### config.mk
export PLATFORM = sky130hd
export DESIGN_NAME = zone_climate_ctrl_flat
export DESIGN_NICKNAME = d
export VERILOG_FILES = /design/src/rtl/zone_climate_ctrl_if.sv /design/src/rtl/zone_climate_ctrl.sv /design/src/flat_wrapper.sv
export SDC_FILE = /design/constraint.sdc
export NUM_CORES = 1
export LEC_CHECK = 0
export BUFFER_PORTS_ARGS = -buffer_cell sky130_fd_sc_hd__buf_2
export CAP_MARGIN = 20
export CELL_PAD_IN_SITES_DETAIL_PLACEMENT = 0
export CELL_PAD_IN_SITES_GLOBAL_PLACEMENT = 1
export CORE_MARGIN = 1.5
export CORE_UTILIZATION = 53
export CTS_BUF_LIST = sky130_fd_sc_hd__clkbuf_2 sky130_fd_sc_hd__clkbuf_4 sky130_fd_sc_hd__clkbuf_8
export CTS_CLUSTER_DIAMETER = 200
export DETAILED_ROUTE_END_ITERATION = 16
export GPL_TIMING_DRIVEN = 1
export PLACE_DENSITY = 0.95
export SLEW_MARGIN = 20
export SYNTH_ARGS = -nofsm -noshare
export SYNTH_HDL_FRONTEND = slang
export SYNTH_SLANG_ARGS = --single-unit
### constraint.sdc
create_clock -name clk -period 8.7 [get_ports clk]
set_input_delay 1.305 -clock clk [delete_from_list [all_inputs] [get_ports clk]]
set_output_delay 1.305 -clock clk [all_outputs]
set_load 0.03 [all_outputs]
### src/rtl/zone_climate_ctrl_if.sv
// Report record channel (valid/ready) from zone_climate_ctrl to the UART/LCD
// consumer. The controller is the master; the consumer is the slave.
interface zone_climate_ctrl_if #(
    parameter int NUM_ZONES = 4,
    parameter int DATA_W    = 8
);
    localparam int ZW = (NUM_ZONES > 1) ? $clog2(NUM_ZONES) : 1;

    logic              rpt_valid;
    logic              rpt_ready;
    logic [ZW-1:0]     rpt_zone;
    logic [DATA_W-1:0] rpt_temp;
    logic [DATA_W-1:0] rpt_hum;
    logic              rpt_fault;

    modport master (
        output rpt_valid, rpt_zone, rpt_temp, rpt_hum, rpt_fault,
        input  rpt_ready
    );

    modport slave (
        input  rpt_valid, rpt_zone, rpt_temp, rpt_hum, rpt_fault,
        output rpt_ready
    );
endinterface

### src/rtl/zone_climate_ctrl.sv
// Round-robin multi-zone climate poller: per-zone thresholds, hysteresis fan and
// humidifier control, sensor timeout faults, report stream. Option: CLIMATE_DWELL_EN.
module zone_climate_ctrl #(
    parameter int NUM_ZONES      = 4,
    parameter int DATA_W         = 8,
    parameter int POLL_CYCLES    = 2000000,
    parameter int TIMEOUT_CYCLES = 5000000,
    parameter int DEF_MAX_TEMP   = 8,
    parameter int DEF_MIN_TEMP   = 2,
    parameter int DEF_MAX_HUM    = 95,
    parameter int DEF_MIN_HUM    = 85,
`ifdef CLIMATE_DWELL_EN
    parameter int DWELL_CYCLES   = 100000000,
`endif
    localparam int ZW = (NUM_ZONES > 1) ? $clog2(NUM_ZONES) : 1
) (
    input  logic                        clk,
    input  logic                        rst_n,
    output logic [NUM_ZONES-1:0]        o_dht_en,
    input  logic [NUM_ZONES-1:0]        i_dht_data_ready,
    input  logic [NUM_ZONES*DATA_W-1:0] i_temp_in,
    input  logic [NUM_ZONES*DATA_W-1:0] i_hum_in,
    input  logic                        i_cfg_wr,
    input  logic [ZW-1:0]               i_cfg_zone,
    input  logic [1:0]                  i_cfg_sel,
    input  logic [DATA_W-1:0]           i_cfg_val,
    output logic                        o_cfg_err,
    output logic [NUM_ZONES-1:0]        o_fan_on,
    output logic [NUM_ZONES-1:0]        o_hum_on,
    output logic [NUM_ZONES-1:0]        o_sensor_fault,
    zone_climate_ctrl_if.master         rpt
);
    localparam int PW = $clog2(POLL_CYCLES + 1);
    localparam int TW = $clog2(TIMEOUT_CYCLES + 1);

    typedef enum logic [2:0] {S_IDLE, S_REQ, S_WAIT, S_EVAL, S_REPORT} state_t;

    state_t                r_state;
    logic [ZW-1:0]         r_zone;
    logic [PW-1:0]         r_poll_cnt;
    logic [TW-1:0]         r_tmo_cnt;
    logic [DATA_W-1:0]     r_temp;
    logic [DATA_W-1:0]     r_hum;
    logic                  r_fault;
    logic [NUM_ZONES-1:0]  r_dht_en;
    logic [NUM_ZONES-1:0]  r_fan_on;
    logic [NUM_ZONES-1:0]  r_hum_on;
    logic [NUM_ZONES-1:0]  r_sensor_fault;
    logic                  r_rpt_valid;
    logic [ZW-1:0]         r_rpt_zone;
    logic [DATA_W-1:0]     r_rpt_temp;
    logic [DATA_W-1:0]     r_rpt_hum;
    logic                  r_rpt_fault;
    logic [DATA_W-1:0]     r_max_t [NUM_ZONES];
    logic [DATA_W-1:0]     r_min_t [NUM_ZONES];
    logic [DATA_W-1:0]     r_max_h [NUM_ZONES];
    logic [DATA_W-1:0]     r_min_h [NUM_ZONES];
    logic                  r_cfg_err;
    logic                  w_cfg_reject;
    logic                  w_fan_next;
    logic                  w_hum_next;

`ifdef CLIMATE_DWELL_EN
    localparam int DWW = $clog2(DWELL_CYCLES + 1);
    logic [DWW-1:0] r_fan_dwell [NUM_ZONES];
    logic [DWW-1:0] r_hum_dwell [NUM_ZONES];
    logic           w_fan_free;
    logic           w_hum_free;
    assign w_fan_free = (r_fan_dwell[r_zone] == DWW'(DWELL_CYCLES));
    assign w_hum_free = (r_hum_dwell[r_zone] == DWW'(DWELL_CYCLES));
`endif

    // A write is judged against the partner threshold of the same pair.
    always_comb begin
        w_cfg_reject = 1'b0;
        if (int'(i_cfg_zone) >= NUM_ZONES) begin
            w_cfg_reject = 1'b1;
        end else begin
            case (i_cfg_sel)
                2'd0:    w_cfg_reject = (r_min_t[i_cfg_zone] >= i_cfg_val);
                2'd1:    w_cfg_reject = (i_cfg_val >= r_max_t[i_cfg_zone]);
                2'd2:    w_cfg_reject = (r_min_h[i_cfg_zone] >= i_cfg_val);
                default: w_cfg_reject = (i_cfg_val >= r_max_h[i_cfg_zone]);
            endcase
        end
    end

    always_ff @(posedge clk) begin
        if (!rst_n) begin
            for (int z = 0; z < NUM_ZONES; z++) begin
                r_max_t[z] <= DATA_W'(DEF_MAX_TEMP);
                r_min_t[z] <= DATA_W'(DEF_MIN_TEMP);
                r_max_h[z] <= DATA_W'(DEF_MAX_HUM);
                r_min_h[z] <= DATA_W'(DEF_MIN_HUM);
            end
            r_cfg_err <= 1'b0;
        end else begin
            r_cfg_err <= i_cfg_wr && w_cfg_reject;
            if (i_cfg_wr && !w_cfg_reject) begin
                case (i_cfg_sel)
                    2'd0:    r_max_t[i_cfg_zone] <= i_cfg_val;
                    2'd1:    r_min_t[i_cfg_zone] <= i_cfg_val;
                    2'd2:    r_max_h[i_cfg_zone] <= i_cfg_val;
                    default: r_min_h[i_cfg_zone] <= i_cfg_val;
                endcase
            end
        end
    end

    // Strict unsigned hysteresis; inside the band the actuator holds.
    always_comb begin
        w_fan_next = r_fan_on[r_zone];
        if (r_temp > r_max_t[r_zone])      w_fan_next = 1'b1;
        else if (r_temp < r_min_t[r_zone]) w_fan_next = 1'b0;
        w_hum_next = r_hum_on[r_zone];
        if (r_hum < r_min_h[r_zone])       w_hum_next = 1'b1;
        else if (r_hum > r_max_h[r_zone])  w_hum_next = 1'b0;
    end

    always_ff @(posedge clk) begin
        if (!rst_n) begin
            r_state        <= S_IDLE;
            r_zone         <= '0;
            r_poll_cnt     <= '0;
            r_tmo_cnt      <= '0;
            r_temp         <= '0;
            r_hum          <= '0;
            r_fault        <= 1'b0;
            r_dht_en       <= '0;
            r_fan_on       <= '0;
            r_hum_on       <= '0;
            r_sensor_fault <= '0;
            r_rpt_valid    <= 1'b0;
            r_rpt_zone     <= '0;
            r_rpt_temp     <= '0;
            r_rpt_hum      <= '0;
            r_rpt_fault    <= 1'b0;
`ifdef CLIMATE_DWELL_EN
            for (int z = 0; z < NUM_ZONES; z++) begin
                r_fan_dwell[z] <= DWW'(DWELL_CYCLES);
                r_hum_dwell[z] <= DWW'(DWELL_CYCLES);
            end
`endif
        end else begin
`ifdef CLIMATE_DWELL_EN
            for (int z = 0; z < NUM_ZONES; z++) begin
                if (r_fan_dwell[z] != DWW'(DWELL_CYCLES)) r_fan_dwell[z] <= r_fan_dwell[z] + 1'b1;
                if (r_hum_dwell[z] != DWW'(DWELL_CYCLES)) r_hum_dwell[z] <= r_hum_dwell[z] + 1'b1;
            end
`endif
            case (r_state)
                S_IDLE: begin
                    if (r_poll_cnt == PW'(POLL_CYCLES - 1)) begin
                        r_poll_cnt <= '0;
                        r_dht_en   <= NUM_ZONES'(1) << r_zone;
                        r_state    <= S_REQ;
                    end else begin
                        r_poll_cnt <= r_poll_cnt + 1'b1;
                    end
                end
                S_REQ: begin
                    r_dht_en  <= '0;
                    r_tmo_cnt <= '0;
                    r_state   <= S_WAIT;
                end
                S_WAIT: begin
                    if (i_dht_data_ready[r_zone]) begin
                        r_temp  <= i_temp_in[r_zone*DATA_W +: DATA_W];
                        r_hum   <= i_hum_in[r_zone*DATA_W +: DATA_W];
                        r_fault <= 1'b0;
                        r_state <= S_EVAL;
                    end else if (r_tmo_cnt == TW'(TIMEOUT_CYCLES - 1)) begin
                        r_temp  <= '0;
                        r_hum   <= '0;
                        r_fault <= 1'b1;
                        r_state <= S_EVAL;
                    end else begin
                        r_tmo_cnt <= r_tmo_cnt + 1'b1;
                    end
                end
                S_EVAL: begin
                    r_sensor_fault[r_zone] <= r_fault;
                    if (r_fault) begin
                        // Fail-safe: cool and stop humidifying on a dead sensor.
                        r_fan_on[r_zone] <= 1'b1;
                        r_hum_on[r_zone] <= 1'b0;
`ifdef CLIMATE_DWELL_EN
                        if (!r_fan_on[r_zone]) r_fan_dwell[r_zone] <= '0;
                        if (r_hum_on[r_zone])  r_hum_dwell[r_zone] <= '0;
`endif
                    end else begin
`ifdef CLIMATE_DWELL_EN
                        if ((w_fan_next != r_fan_on[r_zone]) && w_fan_free) begin
                            r_fan_on[r_zone]    <= w_fan_next;
                            r_fan_dwell[r_zone] <= '0;
                        end
                        if ((w_hum_next != r_hum_on[r_zone]) && w_hum_free) begin
                            r_hum_on[r_zone]    <= w_hum_next;
                            r_hum_dwell[r_zone] <= '0;
                        end
`else
                        r_fan_on[r_zone] <= w_fan_next;
                        r_hum_on[r_zone] <= w_hum_next;
`endif
                    end
                    r_state <= S_REPORT;
                end
                S_REPORT: begin
                    if (!r_rpt_valid) begin
                        r_rpt_valid <= 1'b1;
                        r_rpt_zone  <= r_zone;
                        r_rpt_temp  <= r_temp;
                        r_rpt_hum   <= r_hum;
                        r_rpt_fault <= r_fault;
                    end else if (rpt.rpt_ready) begin
                        r_rpt_valid <= 1'b0;
                        r_zone      <= (r_zone == ZW'(NUM_ZONES - 1)) ? '0 : r_zone + 1'b1;
                        r_state     <= S_IDLE;
                    end
                end
                default: r_state <= S_IDLE;
            endcase
        end
    end

    assign o_dht_en       = r_dht_en;
    assign o_cfg_err      = r_cfg_err;
    assign o_fan_on       = r_fan_on;
    assign o_hum_on       = r_hum_on;
    assign o_sensor_fault = r_sensor_fault;
    assign rpt.rpt_valid  = r_rpt_valid;
    assign rpt.rpt_zone   = r_rpt_zone;
    assign rpt.rpt_temp   = r_rpt_temp;
    assign rpt.rpt_hum    = r_rpt_hum;
    assign rpt.rpt_fault  = r_rpt_fault;
endmodule

### src/flat_wrapper.sv
// flat-port wrapper written by rule: the top's interface ports become plain ports
module zone_climate_ctrl_flat 
#(
    parameter int NUM_ZONES      = 4,
    parameter int DATA_W         = 8,
    parameter int POLL_CYCLES    = 2000000,
    parameter int TIMEOUT_CYCLES = 5000000,
    parameter int DEF_MAX_TEMP   = 8,
    parameter int DEF_MIN_TEMP   = 2,
    parameter int DEF_MAX_HUM    = 95,
    parameter int DEF_MIN_HUM    = 85,

    localparam int ZW = (NUM_ZONES > 1) ? $clog2(NUM_ZONES) : 1
)
  (clk, rst_n, o_dht_en, i_dht_data_ready, i_temp_in, i_hum_in, i_cfg_wr, i_cfg_zone, i_cfg_sel, i_cfg_val, o_cfg_err, o_fan_on, o_hum_on, o_sensor_fault, rpt_rpt_valid, rpt_rpt_zone, rpt_rpt_temp, rpt_rpt_hum, rpt_rpt_fault, rpt_rpt_ready);
  zone_climate_ctrl_if #(.NUM_ZONES(NUM_ZONES), .DATA_W(DATA_W)) rpt_i ();
  input  logic clk;
  input  logic rst_n;
  output logic [NUM_ZONES-1:0] o_dht_en;
  input  logic [NUM_ZONES-1:0] i_dht_data_ready;
  input  logic [NUM_ZONES*DATA_W-1:0] i_temp_in;
  input  logic [NUM_ZONES*DATA_W-1:0] i_hum_in;
  input  logic i_cfg_wr;
  input  logic [ZW-1:0] i_cfg_zone;
  input  logic [1:0] i_cfg_sel;
  input  logic [DATA_W-1:0] i_cfg_val;
  output logic o_cfg_err;
  output logic [NUM_ZONES-1:0] o_fan_on;
  output logic [NUM_ZONES-1:0] o_hum_on;
  output logic [NUM_ZONES-1:0] o_sensor_fault;
  output wire logic [$bits(rpt_i.rpt_valid)-1:0] rpt_rpt_valid;
  output wire logic [$bits(rpt_i.rpt_zone)-1:0] rpt_rpt_zone;
  output wire logic [$bits(rpt_i.rpt_temp)-1:0] rpt_rpt_temp;
  output wire logic [$bits(rpt_i.rpt_hum)-1:0] rpt_rpt_hum;
  output wire logic [$bits(rpt_i.rpt_fault)-1:0] rpt_rpt_fault;
  input wire logic [$bits(rpt_i.rpt_ready)-1:0] rpt_rpt_ready;
  assign rpt_rpt_valid = rpt_i.rpt_valid;
  assign rpt_rpt_zone = rpt_i.rpt_zone;
  assign rpt_rpt_temp = rpt_i.rpt_temp;
  assign rpt_rpt_hum = rpt_i.rpt_hum;
  assign rpt_rpt_fault = rpt_i.rpt_fault;
  assign rpt_i.rpt_ready = rpt_rpt_ready;
  zone_climate_ctrl #(.NUM_ZONES(NUM_ZONES), .DATA_W(DATA_W), .POLL_CYCLES(POLL_CYCLES), .TIMEOUT_CYCLES(TIMEOUT_CYCLES), .DEF_MAX_TEMP(DEF_MAX_TEMP), .DEF_MIN_TEMP(DEF_MIN_TEMP), .DEF_MAX_HUM(DEF_MAX_HUM), .DEF_MIN_HUM(DEF_MIN_HUM)) u_core (.clk(clk), .rst_n(rst_n), .o_dht_en(o_dht_en), .i_dht_data_ready(i_dht_data_ready), .i_temp_in(i_temp_in), .i_hum_in(i_hum_in), .i_cfg_wr(i_cfg_wr), .i_cfg_zone(i_cfg_zone), .i_cfg_sel(i_cfg_sel), .i_cfg_val(i_cfg_val), .o_cfg_err(o_cfg_err), .o_fan_on(o_fan_on), .o_hum_on(o_hum_on), .o_sensor_fault(o_sensor_fault), .rpt(rpt_i));
endmodule
Yosys cells after proc, flatten, opt, wreduce, memory -nomap -nowiden

Memory sizes are Yosys's and may differ from the RTL's. A register that Yosys moved wholly into a read port is not among the register bits.
Cells that the tools add are included.

Memory bits (writable): 128
Flip-flop bits (word level): 103
Bits in latches: 0
Memories kept: 4
Output and inout port bits: 37
Word-level logic and storage cells: 151
Bits in read-only memories: 0

Memories:

| memory         | words | bits a word | rd ports | clocked after memory_dff | wr ports | line                    | RTL |
|---|---|---|---|---|---|---|---|
| u_core.r_max_h | 4     | 8           | 2        | 1                        | 4        | zone_climate_ctrl.sv:56 | `logic [DATA_W-1:0] r_max_h [NUM_ZONES];` |
| u_core.r_max_t | 4     | 8           | 2        | 1                        | 4        | zone_climate_ctrl.sv:54 | `logic [DATA_W-1:0] r_max_t [NUM_ZONES];` |
| u_core.r_min_h | 4     | 8           | 2        | 1                        | 4        | zone_climate_ctrl.sv:57 | `logic [DATA_W-1:0] r_min_h [NUM_ZONES];` |
| u_core.r_min_t | 4     | 8           | 2        | 1                        | 4        | zone_climate_ctrl.sv:55 | `logic [DATA_W-1:0] r_min_t [NUM_ZONES];` |

Bitwise logic cells: 4
Shift operators: 3
Divide/modulo/power cells: 0
Order comparisons: 10
Equal/unequal tests: 15
Muxes and demuxes: 75
Multipliers: 0
$add $sub $neg: 3
Reductions and logical operators: 20

Operator list:

| cell                  | number |
|---|---|
| $shiftx 32x6->8       | 2 |
| $mux 8                | 7 |
| $mux 23               | 2 |
| $pmux 23 s2           | 1 |
| $mux 1                | 33 |
| $ge 8x8->1            | 4 |
| $reduce_or 8->1       | 4 |
| $mux 2                | 13 |
| $add 23x1->23 const B | 1 |
| $eq 23x23->1 const B  | 1 |
| $add 21x1->21 const B | 1 |
| $eq 21x21->1 const B  | 1 |
| $mux 21               | 1 |
| $gt 8x8->1            | 2 |
| $lt 8x8->1            | 2 |
| $mux 3                | 5 |
| $pmux 3 s5            | 1 |
| $bwmux 4              | 3 |
| $mux 4                | 3 |
| $pmux 4 s2            | 1 |
| $bmux 1 s2            | 3 |
| $eq 3x2->1 const B    | 2 |
| $ne 2x2->1 const B    | 3 |
| $reduce_and 2->1      | 3 |
| 24 further kinds      | 31 |

Depth between registers and ports, before layout

An unclocked memory read counts as a cell.

Depth in word-level cells: 10
Depth in mapped cells: 13

Worst setup path before layout

Ideal clock, no wire load.

Kind: input-to-reg
Start: input i_cfg_zone[0]
End: memory u_core.r_min_t[1][0], enable pin
Data arrival time: 4.927 ns
Required time: 8.316 ns
Setup slack: 3.389 ns
Stages: 12
Cells stage by stage: clkbuf_1 > clkbuf_1 > mux4_2 > inv_1 > ha_1 > and3_1 > a211oi_1 > o21ai_0 > a211o_1 > or3_1 > clkbuf_1 > o21ai_0

RTL lines:

| element         | line                    | RTL |
|---|---|---|
| start, declared | flat_wrapper.sv:24      | `input logic [ZW-1:0] i_cfg_zone;` |
| end, declared   | zone_climate_ctrl.sv:55 |  |

==> impl_metrics.json <==
{
  "clk_pin_slew_ns": 0.06,
  "detail_route.iter0.violations": 924,
  "clock_sinks": 233,
  "vias_per_cell": 6.15,
  "sequentialPowerShare_pct": 49.8,
  "cp-end-kind": "register",
  "cp.arrival_ns": 5.60,
  "critical_path.reg2reg.endpoint": "u_core.r_min_t[1][6]",
  "power_total_mw": 2.44,
  "detailedPlacementHpwl_um": 24100,
  "grtUsageTotal_pct": 26.5,
  "initial_utilization_pct": 54.4,
  "synth_top_cell_area_share_pct": 29.8,
  "fillerInstances": 1977,
  "cts_hold_buffers": 0,
  "wl_per_cell_um": 20.5,
  "grt_antenna_before_repair": 1,
  "drtPass1Iterations": 5,
  "worst_hold_path_cells": 2,
  "final-setup-viol-count": 0,
  "syn2layout_area_growth_pct": 12.3,
  "cts_max_path_buffers": 3,
  "vias": 10022,
  "timing.reg2reg.worst_path_depth": 9,
  "row_count": 56,
  "io_pins": 121,
  "layout.nets": 1433,
  "synth_cell_types": 57,
  "syn_inst": 1177,
  "final_cells": 1629,
  "period_share_pct": 62.7,
  "internal-power_mw": 1.81,
  "numCtsBuffers": 39,
  "worst_ep_required_time_ns": 8.85,
  "report.final.slew_viol_count": 0,
  "critPathKind": "in -> reg",
  "max_cap_violations": 0,
  "place.detailed.instances": 1559,
  "critical_path.reg2reg.startpoint": "u_core.r_min_t[3][0]",
  "die-height_um": 159,
  "critPathMaxFanout": 23,
  "dieArea_um2": 25200,
  "synth.yosys.seq_area_share_pct": 46.2,
  "cts_setup_buffers": 0,
  "floorplan.die.width_um": 159,
  "crit_path_start_kind": "input port",
  "drc_violations_left": 0,
  "hold_path_startpoint": "u_core.o_sensor_fault[1]",
  "comb_power_share_pct": 10.6,
  "final_antenna_net_count": 0,
  "synth_edf_count": 128,
  "grt_first_pass_wirelength_um": 52600,
  "yosysTopAreaCell": "sky130_fd_sc_hd__edfxtp_1",
  "power.switching_fraction_pct": 25.6,
  "synth.top_cells.by_area": "sky130_fd_sc_hd__edfxtp_1, sky130_fd_sc_hd__dfxtp_1, sky130_fd_sc_hd__mux4_2, sky130_fd_sc_hd__ha_1, sky130_fd_sc_hd__nand2_1",
  "grt_overflow_total": 0,
  "clkPwrFrac_pct": 39.6,
  "gpl.final_weighted_congestion": 0.918,
  "placement.cell_area_um2": 13700,
  "power_per_cell_area_nw_per_um2": 168,
  "grt_start_max_net_pins": 82,
  "run_status": "completed",
  "hold_path.class": "reg -> reg",
  "synthesized_area_um2": 12900,
  "worst_slew_pin_slew_ns": 1.07,
  "power.static_leakage_nw": 5.31,
  "timing.reg2reg.setup_slack_ns": 4.60,
  "register_area_um2": 5950,
  "cts_tree": "built",
  "insertion_delay_ns": 0.54,
  "holdPathEnd": "u_core.o_sensor_fault[1]",
  "final.min_clock_period_ns": 5.45,
  "synth.ff_latch_count": 233,
  "antennaDiodeCount": 0,
  "total_number_of_h_tree_levels": 2,
  "post_cts_resized": 0,
  "finalWirelength_um": 33300,
  "drive_above_1_share_pct": 21.9,
  "finalHoldViolCount": 0,
  "holdWs_ns": 0.464,
  "io_buffer_count": 120,
  "multi_input_comb_area_um2": 6420,
  "synth_top_flop_cell": "sky130_fd_sc_hd__edfxtp_1",
  "vdd_drop_max_mv": 0.130,
  "grt_pass1_vias": 9771,
  "timing.setup.tns_ns": 0,
  "power.net_switching_uw": 624,
  "synth_nets": 1329,
  "rsz0062_at_grt": "false",
  "placeableCoreArea_um2": 23700,
  "clk_root_buffer_cell": "sky130_fd_sc_hd__clkbuf_8",
  "final.setup_skew_ns": 0.0287,
  "yosysWarningCount": 0,
  "fin_area_um2": 14500,
  "asyncSetResetFlopFracSynth_pct": 0,
  "synth_area_per_cell_um2": 10.9,
  "slew_headroom_pct": 27.6,
  "max_freq_mhz": 183
}
[power groups by stage]
stage                     combinational, mW  clock, mW  sequential, mW
after global routing                  0.280       1.02            1.22
after global placement                0.243          0            1.23
after CTS                             0.253      0.973            1.21
after detailed placement              0.252          0            1.24
final                                 0.258      0.965            1.21
after floorplan                       0.174          0            1.23
[placed cells by master (no fill, tap or decap), types with 11 or more instances in the layout]
cell,Yosys,layout
sky130_fd_sc_hd__a22oi_1,17,17
sky130_fd_sc_hd__nor3_1,42,42
sky130_fd_sc_hd__nor4_1,16,16
sky130_fd_sc_hd__a21boi_0,24,24
sky130_fd_sc_hd__xnor2_1,15,15
sky130_fd_sc_hd__and2_1,11,11
sky130_fd_sc_hd__ha_1,68,68
sky130_fd_sc_hd__buf_4,0,13
sky130_fd_sc_hd__edfxtp_1,128,128
sky130_fd_sc_hd__o21ai_0,41,30
sky130_fd_sc_hd__a21oi_1,24,24
sky130_fd_sc_hd__mux4_2,83,83
sky130_fd_sc_hd__dfxtp_1,105,103
sky130_fd_sc_hd__nand2_1,110,110
sky130_fd_sc_hd__o21ai_1,2,12
sky130_fd_sc_hd__inv_1,62,62
sky130_fd_sc_hd__nor2b_1,28,28
sky130_fd_sc_hd__clkbuf_4,0,12
sky130_fd_sc_hd__nor2_1,98,98
sky130_fd_sc_hd__nand4_1,23,23
sky130_fd_sc_hd__xor2_1,23,23
sky130_fd_sc_hd__and3_1,29,29
sky130_fd_sc_hd__buf_2,10,120
sky130_fd_sc_hd__nand3_1,62,62
sky130_fd_sc_hd__clkbuf_8,0,42
[worst max-delay path by stage]
| stage | endpoint | startpoint | depth (start not counted) |
|---|---|---|---|
| 2_1_floorplan | u_core.r_min_t[1][0] | i_cfg_zone[0] | 12 |
| 5_1_grt | u_core.r_min_t[1][6] | i_cfg_zone[0] | 11 |
| 4_1_cts | u_core.r_min_t[1][6] | i_cfg_zone[0] | 11 |
| 3_5_place_dp | u_core.r_min_t[1][3] | i_cfg_zone[0] | 11 |
| 6_report | u_core.r_min_t[1][6] | i_cfg_zone[0] | 11 |
| 3_3_place_gp | u_core.r_max_h[1][4] | i_cfg_zone[0] | 11 |
[critical path, stage by stage]
cell and delay (ns):
sky130_fd_sc_hd__buf_2 0.43, sky130_fd_sc_hd__buf_4 0.50, sky130_fd_sc_hd__mux4_2 0.57, sky130_fd_sc_hd__inv_1 0.07, sky130_fd_sc_hd__ha_1 0.23, sky130_fd_sc_hd__and3_1 0.17
sky130_fd_sc_hd__a211oi_1 0.21, sky130_fd_sc_hd__o21ai_0 0.13, sky130_fd_sc_hd__a211o_1 0.43, sky130_fd_sc_hd__or3_1 0.59, sky130_fd_sc_hd__o21ai_0 0.91
[state kept, by name, indices dropped and copies added, names as in the netlist, 4 cells and up, named ones only]
signal / count
u_core.r_max_h: 32
u_core.r_max_t: 32
u_core.r_min_h: 32
u_core.r_min_t: 32
u_core.r_tmo_cnt: 23
u_core.r_poll_cnt: 21
u_core.r_hum: 8
u_core.r_temp: 8
u_core.rpt.rpt_hum: 8
u_core.rpt.rpt_temp: 8
u_core.o_dht_en: 4
u_core.o_fan_on: 4
u_core.o_hum_on: 4
u_core.o_sensor_fault: 4
[synthesized netlist by cell type, types with 10 or more instances]
cell                         n
sky130_fd_sc_hd__ha_1       68
sky130_fd_sc_hd__dfxtp_1   105
sky130_fd_sc_hd__nor3_1     42
sky130_fd_sc_hd__nor4_1     16
sky130_fd_sc_hd__clkbuf_1   50
sky130_fd_sc_hd__xor2_1     23
sky130_fd_sc_hd__and2_1     11
sky130_fd_sc_hd__edfxtp_1  128
sky130_fd_sc_hd__xnor2_1    15
sky130_fd_sc_hd__nand3_1    62
sky130_fd_sc_hd__nand2_1   110
sky130_fd_sc_hd__a21oi_1    24
sky130_fd_sc_hd__and3_1     29
sky130_fd_sc_hd__nor2_1     98
sky130_fd_sc_hd__mux4_2     83
sky130_fd_sc_hd__o21ai_0    41
sky130_fd_sc_hd__inv_1      62
sky130_fd_sc_hd__nand2b_1   10
sky130_fd_sc_hd__a21boi_0   24
sky130_fd_sc_hd__nor2b_1    28
sky130_fd_sc_hd__a22oi_1    17
sky130_fd_sc_hd__buf_2      10
sky130_fd_sc_hd__nand4_1    23
[per-stage QoR]
stage | worst slack (ns) | util, %
after CTS | 3.27 | 61.1
after global placement | 2.91 | 57.9
after floorplan | 3.39 | -
after detailed placement | 2.72 | 57.9
after global routing | 2.97 | 61.1
final | 3.25 | 61.1
[cell type report]
class                           count  share of cell area [%]
Tap cell                          319                    2.76
Clock buffer                       54                    4.62
Timing Repair Buffer              133                    4.83
Sequential cell                   233                    41.1
Multi-Input combinational cell    812                    44.4
Clock inverter                     16                   0.683
Inverter                           62                    1.61
[metal layers]
layer / track usage [%] / up-vias / part of all wire, %
li1: - / 4592 / -
met1: 35.4 / 4831 / 40
met2: 42.7 / 533 / 47
met3: 6.61 / 66 / 11
met4: 7.98 / 0 / 2.1
met5: 0 / - / 0
[cell families after synthesis]
| logic type | Yosys count | synth area share, % |
|---|---|---|
| compound gates | 144 | 7.19 |
| xor+xnor | 38 | 2.58 |
| fa+ha+maj | 68 | 6.61 |
| buf+inv | 132 | 4.00 |
| flops | 233 | 46.2 |
| mux | 89 | 15.0 |
| simple gates | 473 | 18.5 |
Note: power is estimated with default switching activity, not from simulation.
